--- config.mk ---
export PLATFORM = sky130hd
export DESIGN_NAME = core_seq_ctrl
export DESIGN_NICKNAME = d
export VERILOG_FILES = /design/src/rtl/core_seq_ctrl.sv
export SDC_FILE = /design/constraint.sdc
export NUM_CORES = 1
export LEC_CHECK = 0
export ABC_AREA = 1
export CELL_PAD_IN_SITES_DETAIL_PLACEMENT = 0
export CELL_PAD_IN_SITES_GLOBAL_PLACEMENT = 1
export CORE_MARGIN = 2
export CORE_UTILIZATION = 37
export CTS_BUF_LIST = sky130_fd_sc_hd__clkbuf_16
export DETAILED_ROUTE_END_ITERATION = 8
export MAX_ROUTING_LAYER = met4
export PLACE_DENSITY = 0.84
export SKIP_LAST_GASP = 1
export SYNTH_ARGS = -nofsm -noshare
export SYNTH_HDL_FRONTEND = slang
export SYNTH_SLANG_ARGS = --single-unit
--- constraint.sdc ---
create_clock -name clk -period 3.19 [get_ports clk]
set_input_delay 0.4785 -clock clk [delete_from_list [all_inputs] [get_ports clk]]
set_output_delay 0.4785 -clock clk [all_outputs]
set_load 0.005 [all_outputs]
--- src/rtl/core_seq_ctrl.sv ---
// Instruction sequencer for one attention core: Q/K load, kernel preload, execute, drain, optional normalize.
// Optional psum row normalization is compiled in with CORE_SEQ_NORM_EN.
module core_seq_ctrl #(
    parameter int COL     = 8,
    parameter int SFP_LAT = 2
) (
    input  logic        clk,
    input  logic        reset,
    input  logic        start,
    input  logic [3:0]  q_len_m1,
    input  logic        in_valid,
    output logic        in_ready,
    input  logic        fifo_valid,
    output logic [16:0] inst,
    output logic        acc,
    output logic        div,
    output logic        wr_norm,
    output logic        busy,
    output logic        done
);

    typedef enum logic [3:0] {
        IDLE, LD_Q, LD_K, KLOAD, EXEC, DRAIN, NORM_ACC, NORM_DIV, FINISH
    } state_t;

    localparam logic [4:0] COL_N  = 5'(COL);
    localparam logic [4:0] COL_M1 = 5'(COL - 1);

    state_t      state_q, state_d;
    logic [4:0]  cnt_q, cnt_d;
    logic [3:0]  qlen_q, qlen_d;
    logic [16:0] inst_q, inst_d;
    logic        busy_q, busy_d;
    logic        done_q, done_d;
    logic        in_ready_q, in_ready_d;
    logic [4:0]  qlen_ext;
    logic [3:0]  row_q, row_d;

`ifdef CORE_SEQ_NORM_EN
    localparam logic [4:0] SUB_LAST = 5'(SFP_LAT + 1);
    logic        acc_q, acc_d, div_q, div_d, wr_norm_q, wr_norm_d;
`endif

    assign qlen_ext = {1'b0, qlen_q};

    always_comb begin
        state_d = state_q;
        cnt_d   = cnt_q;
        qlen_d  = qlen_q;
        row_d   = row_q;
        case (state_q)
            IDLE: if (start) begin
                state_d = LD_Q;
                qlen_d  = q_len_m1;
                cnt_d   = '0;
            end
            LD_Q: if (in_valid) begin
                if (cnt_q == qlen_ext) begin
                    state_d = LD_K;
                    cnt_d   = '0;
                end else cnt_d = cnt_q + 5'd1;
            end
            LD_K: if (in_valid) begin
                if (cnt_q == COL_M1) begin
                    state_d = KLOAD;
                    cnt_d   = '0;
                end else cnt_d = cnt_q + 5'd1;
            end
            KLOAD: begin
                if (cnt_q == COL_N) begin
                    state_d = EXEC;
                    cnt_d   = '0;
                end else cnt_d = cnt_q + 5'd1;
            end
            EXEC: begin
                if (cnt_q == qlen_ext + 5'd1) begin
                    state_d = DRAIN;
                    cnt_d   = '0;
                end else cnt_d = cnt_q + 5'd1;
            end
            DRAIN: if (fifo_valid) begin
                if (cnt_q == qlen_ext) begin
`ifdef CORE_SEQ_NORM_EN
                    state_d = NORM_ACC;
`else
                    state_d = FINISH;
`endif
                    cnt_d   = '0;
                end else cnt_d = cnt_q + 5'd1;
            end
`ifdef CORE_SEQ_NORM_EN
            NORM_ACC: begin
                if (cnt_q == qlen_ext + 5'd1) begin
                    state_d = NORM_DIV;
                    cnt_d   = '0;
                    row_d   = '0;
                end else cnt_d = cnt_q + 5'd1;
            end
            // cnt is the sub-cycle within the current row, row_q the row itself
            NORM_DIV: begin
                if (cnt_q == SUB_LAST) begin
                    cnt_d = '0;
                    if (row_q == qlen_q) state_d = FINISH;
                    else row_d = row_q + 4'd1;
                end else cnt_d = cnt_q + 5'd1;
            end
`endif
            FINISH:  state_d = IDLE;
            default: state_d = IDLE;
        endcase
    end

    // Registered outputs are decoded from the next state so they align with state_q.
    always_comb begin
        inst_d     = '0;
        done_d     = 1'b0;
        busy_d     = (state_d != IDLE);
        in_ready_d = (state_d == LD_Q) || (state_d == LD_K);
`ifdef CORE_SEQ_NORM_EN
        acc_d      = 1'b0;
        div_d      = 1'b0;
        wr_norm_d  = 1'b0;
`endif
        case (state_d)
            KLOAD: begin
                if (cnt_d < COL_N) begin
                    inst_d[3]     = 1'b1;
                    inst_d[15:12] = cnt_d[3:0];
                end
                inst_d[6] = (cnt_d != 5'd0);
            end
            EXEC: begin
                if (cnt_d <= {1'b0, qlen_d}) begin
                    inst_d[5]     = 1'b1;
                    inst_d[15:12] = cnt_d[3:0];
                end
                inst_d[7] = (cnt_d != 5'd0);
            end
`ifdef CORE_SEQ_NORM_EN
            NORM_ACC: begin
                if (cnt_d <= {1'b0, qlen_d}) begin
                    inst_d[1]    = 1'b1;
                    inst_d[11:8] = cnt_d[3:0];
                end
                acc_d = (cnt_d != 5'd0);
            end
            NORM_DIV: begin
                if (cnt_d == 5'd0) begin
                    inst_d[1]    = 1'b1;
                    inst_d[11:8] = row_d;
                end else if (cnt_d == SUB_LAST) begin
                    inst_d[0]    = 1'b1;
                    inst_d[11:8] = row_d;
                    wr_norm_d    = 1'b1;
                end else begin
                    div_d = 1'b1;
                end
            end
`endif
            FINISH:  done_d = 1'b1;
            default: ;
        endcase
    end

    always_ff @(posedge clk or negedge reset) begin
        if (!reset) begin
            state_q    <= IDLE;
            cnt_q      <= '0;
            qlen_q     <= '0;
            row_q      <= '0;
            inst_q     <= '0;
            busy_q     <= 1'b0;
            done_q     <= 1'b0;
            in_ready_q <= 1'b0;
        end else begin
            state_q    <= state_d;
            cnt_q      <= cnt_d;
            qlen_q     <= qlen_d;
            row_q      <= row_d;
            inst_q     <= inst_d;
            busy_q     <= busy_d;
            done_q     <= done_d;
            in_ready_q <= in_ready_d;
        end
    end

`ifdef CORE_SEQ_NORM_EN
    always_ff @(posedge clk or negedge reset) begin
        if (!reset) begin
            acc_q     <= 1'b0;
            div_q     <= 1'b0;
            wr_norm_q <= 1'b0;
        end else begin
            acc_q     <= acc_d;
            div_q     <= div_d;
            wr_norm_q <= wr_norm_d;
        end
    end
    assign acc     = acc_q;
    assign div     = div_q;
    assign wr_norm = wr_norm_q;
`else
    assign acc     = 1'b0;
    assign div     = 1'b0;
    assign wr_norm = 1'b0;
`endif

    // Load writes and drain pops follow the live handshake inputs; addresses are gated to 0 when idle.
    always_comb begin
        inst = inst_q;
        if (state_q == LD_Q && in_valid) begin
            inst[4]     = 1'b1;
            inst[15:12] = cnt_q[3:0];
        end
        if (state_q == LD_K && in_valid) begin
            inst[2]     = 1'b1;
            inst[15:12] = cnt_q[3:0];
        end
        if (state_q == DRAIN && fifo_valid) begin
            inst[16]    = 1'b1;
            inst[0]     = 1'b1;
            inst[11:8]  = cnt_q[3:0];
        end
    end

    assign in_ready = in_ready_q;
    assign busy     = busy_q;
    assign done     = done_q;

endmodule

==> flow_summary.json, run 1 <==
{
  "crit_path_cell_trace": "clkdlybuf4s50_1 > inv_1 > nor2_1 > inv_1 > nand2_1 > nor2_1 > a21oi_1 > clkdlybuf4s50_1",
  "cp-start-kind": "input port",
  "syn_area_per_cell_sq_um": 7.11,
  "synth_compound_area_frac": 0.0983,
  "rows": 24,
  "drt_first_pass_iters": 4,
  "grt_usage": 0.171,
  "crit_fanout": 8,
  "synth_area_sq_um": 1740,
  "yosysSeqAreaShare": 0.345,
  "critical_path.top_delay_family": "buffers and inverters",
  "initial_utilization": 0.392,
  "p_leak_nw": 1.14,
  "synthFlopType": "dfrtp_1",
  "register_area_sq_um": 601,
  "synth_xor_area_frac": 0.0151,
  "powerDensity_nw_per_um2": 945,
  "finalPower_mw": 2.08,
  "maxCapViolCount": 0,
  "synth_cells": 245,
  "synth_cell_types": 28,
  "synth_top_family_by_area": "simple AND/OR/NAND/NOR gates",
  "via_count": 1543,
  "vdd_drop_max_mv": 0.398,
  "timing.final.hold_violations": 0,
  "ys_warn_count": 0,
  "cts_sinks": 24,
  "cts_buffer_depth": 2,
  "ctsHoldBuffers": 0,
  "hp-class": "in -> async",
  "critPathLaunch": "in_valid",
  "yosys.area_share.simple": 0.356,
  "antenna_left": 0,
  "stdcell_count": 327,
  "synth_area_leaders": "dfrtp_1 34%, nand2_1 11%, inv_1 7.5%",
  "ys_ff_latch": 24,
  "port_buffers": 27,
  "grt_pass1_wl_um": 6700,
  "muxShareOfSynthArea": 0,
  "synth_edf_count": 0,
  "dp.cells": 320,
  "area_delta_synth_final_pct": 26.3,
  "place_area_sq_um": 2040,
  "multi_input_area_sq_um": 958,
  "insertion_delay_ns": 0.26,
  "drv_slew": 0,
  "ctsRootBufferMaster": "clkbuf_16",
  "finalNetCount": 292,
  "fin_area_sq_um": 2200,
  "drt_wl_total_um": 4100,
  "yosysTopAreaCell": "dfrtp_1",
  "place_hpwl_um": 3250,
  "finalSetupViolations": 0,
  "holdWs_ns": 0.571,
  "grt_pass1_vias": 1464,
  "finalCriticalPeriod_ns": 3.00,
  "overflow": 0,
  "cts_made_buffers": 3,
  "outcome": "finished clean",
  "slowest_stage": "clkdlybuf4s50_1",
  "drc": 0,
  "antenna_found_initial": 0,
  "rrSetupSlack_ns": 0.38,
  "fill_cells": 454,
  "core_sq_um": 4440,
  "dieWidth_um": 72.6,
  "reg2reg_depth": 18,
  "cpPeakStageDelay_ns": 0.55,
  "die_y_um": 72.6,
  "worstReg2RegStart": "cnt_q[2]",
  "htree_levels": 1,
  "synth_top_area_frac": 0.345,
  "skew_ns": 0.00319,
  "fin_tns_setup_ns": 0,
  "grt_max_degree": 25,
  "worst-path-buf-inv": 4,
  "cts_tree": "done",
  "cp-end-kind": "output port",
  "antenna_cells": 0,
  "worst-setup-path-type": "in -> out",
  "required_ns": 2.71,
  "ios": 32,
  "max_freq_mhz": 333,
  "place_congestion": 0.896,
  "drive_gt1_frac": 0.167,
  "r2r-end": "inst_q[5]",
  "wl_per_cell_um": 12.5,
  "crit_arrival_ns": 2.52,
  "rsz0062_at_grt": "no",
  "fp.dieArea_sq_um": 5280,
  "first_iter_violations": 59,
  "final.period_utilization": 0.941,
  "synth_fa_ha_area_frac": 0.0503,
  "ys_async_sr_fraction": 1.00,
  "vias_per_cell": 4.72,
  "clk_pin_slew_ns": 0.07
}
cells by family after synthesis:
family | after synthesis
other cells | 1
fa+ha+maj | 7
flops | 24
buf+inv | 52
xor+xnor | 3
simple gates | 131
compound gates | 27
timing repair:
action                     4_1_cts  5_1_grt
setup buffers                    0        3
gates resized for setup          0        5
setup endpoints to repair        0        5
synthesized netlist by cell type (2+ instances only):
cell type	count
nand4_1	3
nand3_1	19
ha_1	7
o21ai_0	9
nand2_1	52
nand3_2	2
o21ai_1	2
inv_2	7
dfrtp_1	24
nor2_2	7
buf_4	10
xor2_1	3
nor3_1	2
nor2_1	34
inv_1	35
nand2_2	5
a21oi_1	11
nor2_4	3
power breakdown:
group	leakage [nW]	switching, mW	total (mW)	internal (mW)
clock network	0.0511	0.116	0.366	0.250
registers	0.306	0.0945	0.486	0.392
logic	0.783	0.725	1.23	0.504
total	1.14	0.936	2.08	1.15
placed cells by master (no fill, tap or decap), drive strengths merged:
cell type,netlist,routed
nor2,44,44
or2,1,1
nand3b,1,1
conb,1,4
ha,7,7
a41o,1,1
nand3,21,21
nor3,2,2
dfrtp,24,24
bufinv,0,1
and2,1,1
inv,42,42
buf,10,6
o21bai,1,1
a21oi,13,13
xor2,3,3
o211ai,1,1
clkbuf,0,3
o21ai,11,11
nand4,3,3
nand2,58,58
clkdlybuf4s50,0,27
per-stage QoR:
| stage | setup WS [ns] | utilization |
|---|---|---|
| floorplan | 0.626 | - |
| global placement | 0.150 | 0.458 |
| detailed placement | 0.126 | 0.458 |
| CTS | 0.186 | 0.482 |
| global route | 0.0316 | 0.495 |
| finish | 0.189 | 0.495 |
sequential cells by signal (all words and copies together), names as in the netlist:
register,flops
cnt_q,5
state_q,4
done,1
inst_q,8
in_ready,1
busy,1
qlen_q,4
worst max path at each step:
stage	end	slack, ns	cells past startpoint
5_1_grt	inst_q[15]	0.03	23
4_1_cts	inst[12]	0.19	8
2_1_floorplan	inst_q[5]	0.63	20
3_3_place_gp	inst_q[5]	0.15	16
6_report	inst[12]	0.19	8
3_5_place_dp	inst_q[5]	0.13	16
routing by layer:
layer	global-route usage	wire length [um]	up-vias
met5	-	0	-
met4	0.0453	53	0
met3	0.0235	114	5
met2	0.297	2070	27
met1	0.208	1870	697
li1	-	-	814
cell type report:
cell class / instances / share of cell area
tap: 52 / 0.0295
timing repair buffer: 33 / 0.143
multi-input combinational: 172 / 0.435
clock inverter: 1 / 0.0136
clock buffer: 3 / 0.0341
sequential: 24 / 0.273
inverter: 42 / 0.0716
Note: power is estimated with default switching activity, not from simulation.
==> run 2, diff against run 1 <==
--- a/config.mk
+++ b/config.mk
@@ -8,7 +8,6 @@
 export ABC_AREA = 1
 export CELL_PAD_IN_SITES_DETAIL_PLACEMENT = 0
 export CELL_PAD_IN_SITES_GLOBAL_PLACEMENT = 1
-export CORE_MARGIN = 2
 export CORE_UTILIZATION = 37
 export CTS_BUF_LIST = sky130_fd_sc_hd__clkbuf_16
 export DETAILED_ROUTE_END_ITERATION = 8
==> flow_summary.json, run 2 (same netlist as run 1, synthesis figures left out) <==
{
  "power_switching_share": 0.469,
  "final_common_cell": "nand2_1",
  "largest_reg_flops": 8,
  "fin_tns_setup_ns": 0,
  "ctsHoldBuffers": 0,
  "wl_per_cell_um": 12.4,
  "antenna_cells": 0,
  "rows": 24,
  "ios": 32,
  "worst-setup-path-type": "reg -> reg",
  "port_buffers": 27,
  "biggestRegsByFlops": "inst_q x8, cnt_q x5",
  "stdcell_count": 326,
  "core_sq_um": 4440,
  "p_seq_frac": 0.243,
  "final_cell_mix": "52 x nand2_1, 35 x inv_1, 34 x nor2_1",
  "powerDensity_nw_per_um2": 914,
  "drv_slew": 0,
  "ctsRootBufferMaster": "clkbuf_16",
  "place_congestion": 0.886,
  "crit_fanout": 5,
  "drt_wl_total_um": 4050,
  "fill_cells": 469,
  "cts_made_buffers": 3,
  "die_y_um": 70.6,
  "cp-end-kind": "flip-flop",
  "overflow": 0,
  "p_clk_frac": 0.141,
  "register_area_sq_um": 601,
  "skew_ns": 0.00231,
  "initial_utilization": 0.392,
  "clk_pin_slew_ns": 0.06,
  "htree_levels": 1,
  "drc": 4,
  "final_util": 0.481,
  "first_iter_violations": 89,
  "p_int_mw": 1.04,
  "cts_buffer_depth": 2,
  "grt_pass1_wl_um": 6970,
  "crit_arrival_ns": 3.13,
  "area_delta_synth_final_pct": 22.5,
  "cp-start-kind": "flip-flop",
  "maxCapViolCount": 0,
  "vdd_drop_max_mv": 0.400,
  "place_hpwl_um": 3300,
  "dieWidth_um": 70.6,
  "drive_gt1_frac": 0.146,
  "rsz0062_at_grt": "no",
  "fp.dieArea_sq_um": 4990,
  "drt_first_pass_iters": 6,
  "outcome": "finished, violations left",
  "grt_usage": 0.183,
  "antenna_found_initial": 0,
  "p_comb_frac": 0.616,
  "dp.cells": 320,
  "p_leak_nw": 1.12,
  "finalSetupViolations": 0,
  "place_area_sq_um": 2040,
  "insertion_delay_ns": 0.26,
  "cts_tree": "done",
  "via_count": 1558,
  "grt_max_degree": 25,
  "grt_pass1_vias": 1469,
  "fin_area_sq_um": 2140,
  "finalNetCount": 291,
  "hp-class": "in -> async",
  "max_freq_mhz": 336,
  "antenna_left": 0,
  "multi_input_area_sq_um": 926,
  "regMostFlops": "inst_q",
  "cts_sinks": 24,
  "finalCriticalPeriod_ns": 2.98,
  "final.period_utilization": 0.933,
  "required_ns": 3.34,
  "violations": "design-rule violations",
  "p_sw_mw": 0.915,
  "vias_per_cell": 4.78,
  "timing.final.hold_violations": 0
}
run 2: cell types whose count changed in the layout (fill, tap and decap cells not counted):
cell,previous run,this run
nand2_2,6,5
nor3_1,0,1
nand2_1,51,52
ha_4,2,0
ha_1,5,7
clkinv_1,0,1
bufinv_16,1,0
nor3_2,2,1
buf_4,6,5
run 2: power groups by stage:
stage | clock network [mW] | registers (mW) | logic (mW)
3_5_place_dp | 0 | 0.486 | 1.17
6_report | 0.276 | 0.474 | 1.20
2_1_floorplan | 0 | 0.457 | 0.868
5_1_grt | 0.293 | 0.486 | 1.36
3_3_place_gp | 0 | 0.483 | 1.17
4_1_cts | 0.281 | 0.480 | 1.18
run 2: path summary, 6_finish.rpt:
path	startpoint	to	slack [ns]	depth (start not counted)
setup / recovery	cnt_q[1]	inst_q[12]	0.21	17
hold / removal	reset	state_q[1]	0.58	2
setup reg to reg	cnt_q[1]	inst_q[12]	0.21	17
hold reg to reg	state_q[1]	state_q[2]	0.67	3
max in group asynchronous	reset	inst_q[3]	2.37	2
min in group clk	state_q[1]	state_q[2]	0.67	3
run 2: stage by stage:
| step | setup WS [ns] | hold slack [ns] | power, mW |
|---|---|---|---|
| after global placement | 0.252 | 0.655 | 1.65 |
| after CTS | 0.244 | 0.591 | 1.94 |
| final | 0.215 | 0.577 | 1.95 |
| after floorplan | 0.626 | 0.183 | 1.32 |
| after detailed placement | 0.161 | 0.658 | 1.66 |
| after global routing | 0.000262 | 0.604 | 2.14 |
run 2: worst max-delay path, stage by stage, from the launching register on:
cell and delay (ns):
dfrtp_1 0.45, ha_1 0.23, nand2_1 0.08, nor3_1 0.36
nor2_1 0.11, a21oi_2 0.14, nand3_1 0.12, a21oi_1 0.21
inv_1 0.12, ha_1 0.30, nand2_1 0.05, o21ai_0 0.15
a21oi_1 0.08, a41o_1 0.20, inv_1 0.09, nor2_4 0.05
nand3_1 0.07, nand2_1 0.06
run 2: metal layers:
layer	vias up	GRT usage	wire length [um]
met1	710	0.234	1870
met3	7	0.0285	113
met5	-	-	0
met4	0	0.0511	50
met2	29	0.304	2010
li1	812	-	-
run 2: layout make-up:
type                    count  share of cell area
clock buffers               3              0.0351
inverters                  42              0.0738
clock inverters             1             0.00176
flip-flops and latches     24               0.281
repair buffers             32               0.144
multi-input cells         172               0.434
well taps                  52              0.0305
run 2: what timing repair did:
item                                    in CTS  in global routing
endpoints found under the setup margin       0                  4
gates resized for setup                      0                  1
hold endpoints to repair                     0                  0
setup buffers                                0                  2
==> run 3, diff against run 2 <==
--- a/config.mk
+++ b/config.mk
@@ -8,6 +8,7 @@
 export ABC_AREA = 1
 export CELL_PAD_IN_SITES_DETAIL_PLACEMENT = 0
 export CELL_PAD_IN_SITES_GLOBAL_PLACEMENT = 1
+export CORE_ASPECT_RATIO = 1.5
 export CORE_UTILIZATION = 37
 export CTS_BUF_LIST = sky130_fd_sc_hd__clkbuf_16
 export DETAILED_ROUTE_END_ITERATION = 8
==> flow_summary.json, run 3 (same netlist as run 1, synthesis figures left out) <==
{
  "place_hpwl_um": 3410,
  "insertion_delay_ns": 0.26,
  "cts_tree": "done",
  "cts_sinks": 24,
  "drv_slew": 0,
  "finalPower_mw": 2.02,
  "rsz0062_at_grt": "no",
  "finalNetCount": 290,
  "critical_path.top_delay_family": "buffers and inverters",
  "biggestRegsByFlops": "inst_q x8, cnt_q x5",
  "vias_per_cell": 4.58,
  "core_sq_um": 4540,
  "drt_wl_total_um": 4120,
  "crit_cells": 8,
  "violations": "design-rule violations",
  "drt_first_pass_iters": 8,
  "finalCriticalPeriod_ns": 2.99,
  "area_delta_synth_final_pct": 24.5,
  "grt_max_degree": 25,
  "skew_ns": 0.00655,
  "timing.final.hold_violations": 0,
  "required_ns": 2.71,
  "slowest_stage": "clkdlybuf4s50_1",
  "finalSetupViolations": 0,
  "cts_buffer_depth": 2,
  "fill_cells": 467,
  "port_buffers": 27,
  "reg2reg_depth": 20,
  "fin_tns_setup_ns": 0,
  "cpPeakStageDelay_ns": 0.55,
  "final_util": 0.478,
  "crit_path_cell_trace": "clkdlybuf4s50_1 > inv_1 > nor2_1 > inv_1 > nand2_1 > nor2_1 > a21oi_1 > clkdlybuf4s50_1",
  "ctsRootBufferMaster": "clkbuf_16",
  "cts_made_buffers": 3,
  "fp.dieArea_sq_um": 4990,
  "wl_per_cell_um": 12.2,
  "first_iter_violations": 33,
  "hp-class": "in -> async",
  "fin_area_sq_um": 2170,
  "worst-path-buf-inv": 4,
  "maxCapViolCount": 0,
  "final.period_utilization": 0.938,
  "outcome": "finished, violations left",
  "crit_fanout": 8,
  "dieWidth_um": 58.0,
  "final_common_cell": "nand2_1",
  "grt_pass1_wl_um": 6850,
  "worst-setup-path-type": "in -> out",
  "place_area_sq_um": 2060,
  "grt_usage": 0.187,
  "antenna_found_initial": 0,
  "antenna_left": 0,
  "die_y_um": 86.1,
  "via_count": 1545,
  "ios": 32,
  "regMostFlops": "inst_q",
  "clk_pin_slew_ns": 0.07,
  "rrSetupSlack_ns": 0.31,
  "place_congestion": 0.857,
  "overflow": 0,
  "crit_arrival_ns": 2.51,
  "drive_gt1_frac": 0.147,
  "cp-end-kind": "output port",
  "powerDensity_nw_per_um2": 931,
  "rows": 30,
  "initial_utilization": 0.384,
  "grt_pass1_vias": 1517,
  "max_freq_mhz": 334,
  "drc": 1,
  "antenna_cells": 0,
  "vdd_drop_max_mv": 0.416,
  "worstReg2RegStart": "cnt_q[1]",
  "p_leak_nw": 1.13,
  "r2r-end": "inst_q[15]",
  "largest_reg_flops": 8,
  "htree_levels": 1,
  "cp-start-kind": "input port",
  "final_cell_mix": "52 x nand2_1, 35 x inv_1, 34 x nor2_1"
}
run 3: cell types whose count changed in the layout (fill, tap and decap cells not counted), sizes merged:
cell    delta
buf        -1
bufinv     +1
clkinv     -1
run 3: timing repair:
| action | 4_1_cts | 5_1_grt |
|---|---|---|
| hold buffers | 0 | 0 |
| endpoints found under the hold margin | 0 | 0 |
| buffers inserted | 0 | 0 |
| endpoints found under the setup margin | 0 | 5 |
| gates resized for setup | 0 | 1 |
run 3: worst max-delay path by stage:
stage / start / end / slack (ns)
finish: in_valid / inst[13] / 0.20
detailed placement: in_valid / inst_q[5] / 0.12
CTS: in_valid / inst[13] / 0.21
global route: cnt_q[1] / inst_q[15] / 0.02
global placement: in_valid / inst_q[5] / 0.18
floorplan: cnt_q[1] / inst_q[5] / 0.63
run 3: layer usage:
metal	track usage	routed length, um
met3	0.0211	66
met1	0.194	1700
met5	-	0
met2	0.346	2230
met4	0.0801	124
run 3: area by class of cell:
cell class,instances,area [sq um],share of cell area
Multi-Input combinational cell,172,926,0.427
Sequential cell,24,601,0.277
Timing Repair Buffer,31,300,0.138
Inverter,42,158,0.0727
Tap cell,64,80.1,0.0369
Clock buffer,3,75.1,0.0346
Clock inverter,1,30.0,0.0138
run 3: per-stage QoR:
stage / setup WS [ns] / std cells / hold slack [ns]
after detailed placement: 0.120 / 333 / 0.641
after global placement: 0.176 / 333 / 0.646
final: 0.197 / 337 / 0.565
after CTS: 0.211 / 337 / 0.584
after global routing: 0.0214 / 337 / 0.593
after floorplan: 0.626 / 248 / 0.183
run 3: report_power, final:
group          leakage (nW)  switching [mW]  internal (mW)
logic                 0.772           0.710          0.461
registers             0.306          0.0904          0.392
clock network        0.0511           0.117          0.250
total                  1.13           0.917           1.10
==> edit: new RTL, config.mk and constraints of run 1 <==
Build with the macro `CORE_SEQ_NORM_EN` defined.
--- a/src/rtl/core_seq_ctrl.sv
+++ b/src/rtl/core_seq_ctrl.sv
@@ -2,2 +2,4 @@
 // Optional psum row normalization is compiled in with CORE_SEQ_NORM_EN.
+`define CORE_SEQ_NORM_EN
+
 module core_seq_ctrl #(
Check against the original RTL: no difference found for any inputs over 10 cycles, from zero or initial values and one cycle with reset low; that may be too few to reach the edited logic, so the function may still have changed.
==> edit against run 1 <==
First-iteration DRC count rose to 2.9 times the old value. Cell area is 51% higher. Non-clock buffer count rose by 11. Combinational power is 95% higher. Worst setup slack gained 0.081 ns. Sequential cell count up 12. Wire length is 81% higher. Power is 76% higher. Synthesized area increased by 53%.
==> edit: results <==
export IMPL_clock_latency_ns=0.28
export IMPL_placed_cells=516
export IMPL_gp_congestion=0.9840
export IMPL_cts_made_buffers=5
export IMPL_synth_fa_ha_area_share_pct=3.765
export IMPL_r2r_slack_ns=0.27
export IMPL_postRouteWirelength_um=7414
export IMPL_met1_usage_pct=27.76
export IMPL_clk_pin_slew_ns=0.06
export IMPL_path_class="reg -> reg"
export IMPL_top_layer="met4"
export IMPL_drtIter0Drc=173
export IMPL_nets=446
export IMPL_grt_util_all_layers_pct=21.14
export IMPL_routed_via_density=4.791
export IMPL_synth_xor_area_share_pct=2.306
export IMPL_whs_ns=0.2899
export IMPL_synth_top_cells_by_count="101 x nand2_1, 49 x inv_1, 44 x nor2_1"
export IMPL_crit_path_top_delay_cell="dfrtp_1"
export IMPL_synth_top_area_share_pct=33.88
export IMPL_gr_usage_met3_pct=2.612
export IMPL_wl_met3_um=414
export IMPL_p_leak_nw=1.718
export IMPL_final_setup_skew_ns=0.004955
export IMPL_cp_max_fo=9
export IMPL_crit_path_end="inst_q[13]$_DFF_PN0_"
export IMPL_crit_family="simple AND/OR/NAND/NOR gates"
export IMPL_num_vias=2520
export IMPL_worst_ep_arrival_time_ns=3.09
export IMPL_worstSetupPathDepth=21
export IMPL_finalCritPeriodShare_pct=91.56
export IMPL_wl_met1_um=3330
export IMPL_numPortBuffers=31
export IMPL_ir_drop_uv=563.2
export IMPL_synth_area_leaders="dfrtp_1 34%, nand2_1 14%, inv_1 6.9%, nor2_1 6.2%, a21oi_1 4.1%"
export IMPL_seq_area_frac_synth_pct=33.88
export IMPL_syn_avg_cell_area_um2=6.924
export IMPL_h_tree_depth=2
export IMPL_ys_types=35
export IMPL_grtUsageMet2_pct=34.33
export IMPL_grt_max_degree=37
export IMPL_grt_pass1_wl_um=12220
export IMPL_r2r_start="cnt_q[2]$_DFF_PN0_"
export IMPL_synth_compound_gate_area_share_pct=9.835
export IMPL_synth_main_ff_cell="dfrtp_1"
export IMPL_status="finished clean"
export IMPL_dpl_worst_slack_ns=0.1250
export IMPL_postPlaceCellArea_um2=3126
export IMPL_reg_top3="inst_q: 14 flops, cnt_q: 5 flops"
export IMPL_routed_wl_met2_um=3536
export IMPL_cpPeakStageDelay_ns=0.46
export IMPL_drive_gt1_share_pct=19.30
export IMPL_syn_nets=401
export IMPL_dp_hpwl_um=5885
-- edit: cell count changes in the layout (fill, tap and decap cells not counted), moves of 3 or more --
cell                    run 1  this run
a21oi_1                    11        22
buf_4                       6        13
clkdlybuf4s50_1            27        30
conb_1                      4         0
dfrtp_1                    24        34
ha_1                        5         8
inv_1                      35        49
inv_2                       7        13
nand2_1                    51       100
nand2_2                     6        16
nor2_1                     34        43
nor3_1                      0         4
o21ai_0                     9        16
xor2_1                      3         7
-- edit: cells by family after synthesis --
group	after synthesis
simple gates	214
buf+inv	71
compound gates	48
flops	36
fa+ha+maj	8
xor+xnor	7
-- edit: power breakdown --
group | internal (mW) | total (mW) | switching (mW)
Clock | 0.367 | 0.558 | 0.191
Combinational | 0.884 | 2.40 | 1.52
Sequential | 0.582 | 0.706 | 0.125
-- edit: layout make-up --
class	count	area, µm²
fill	694	3545
multi-input combinational	277	1484
sequential	36	903.4
timing repair buffer	44	402.9
inverter	65	246.5
clock buffer	5	125.1
tap	96	120.1
clock inverter	3	42.54
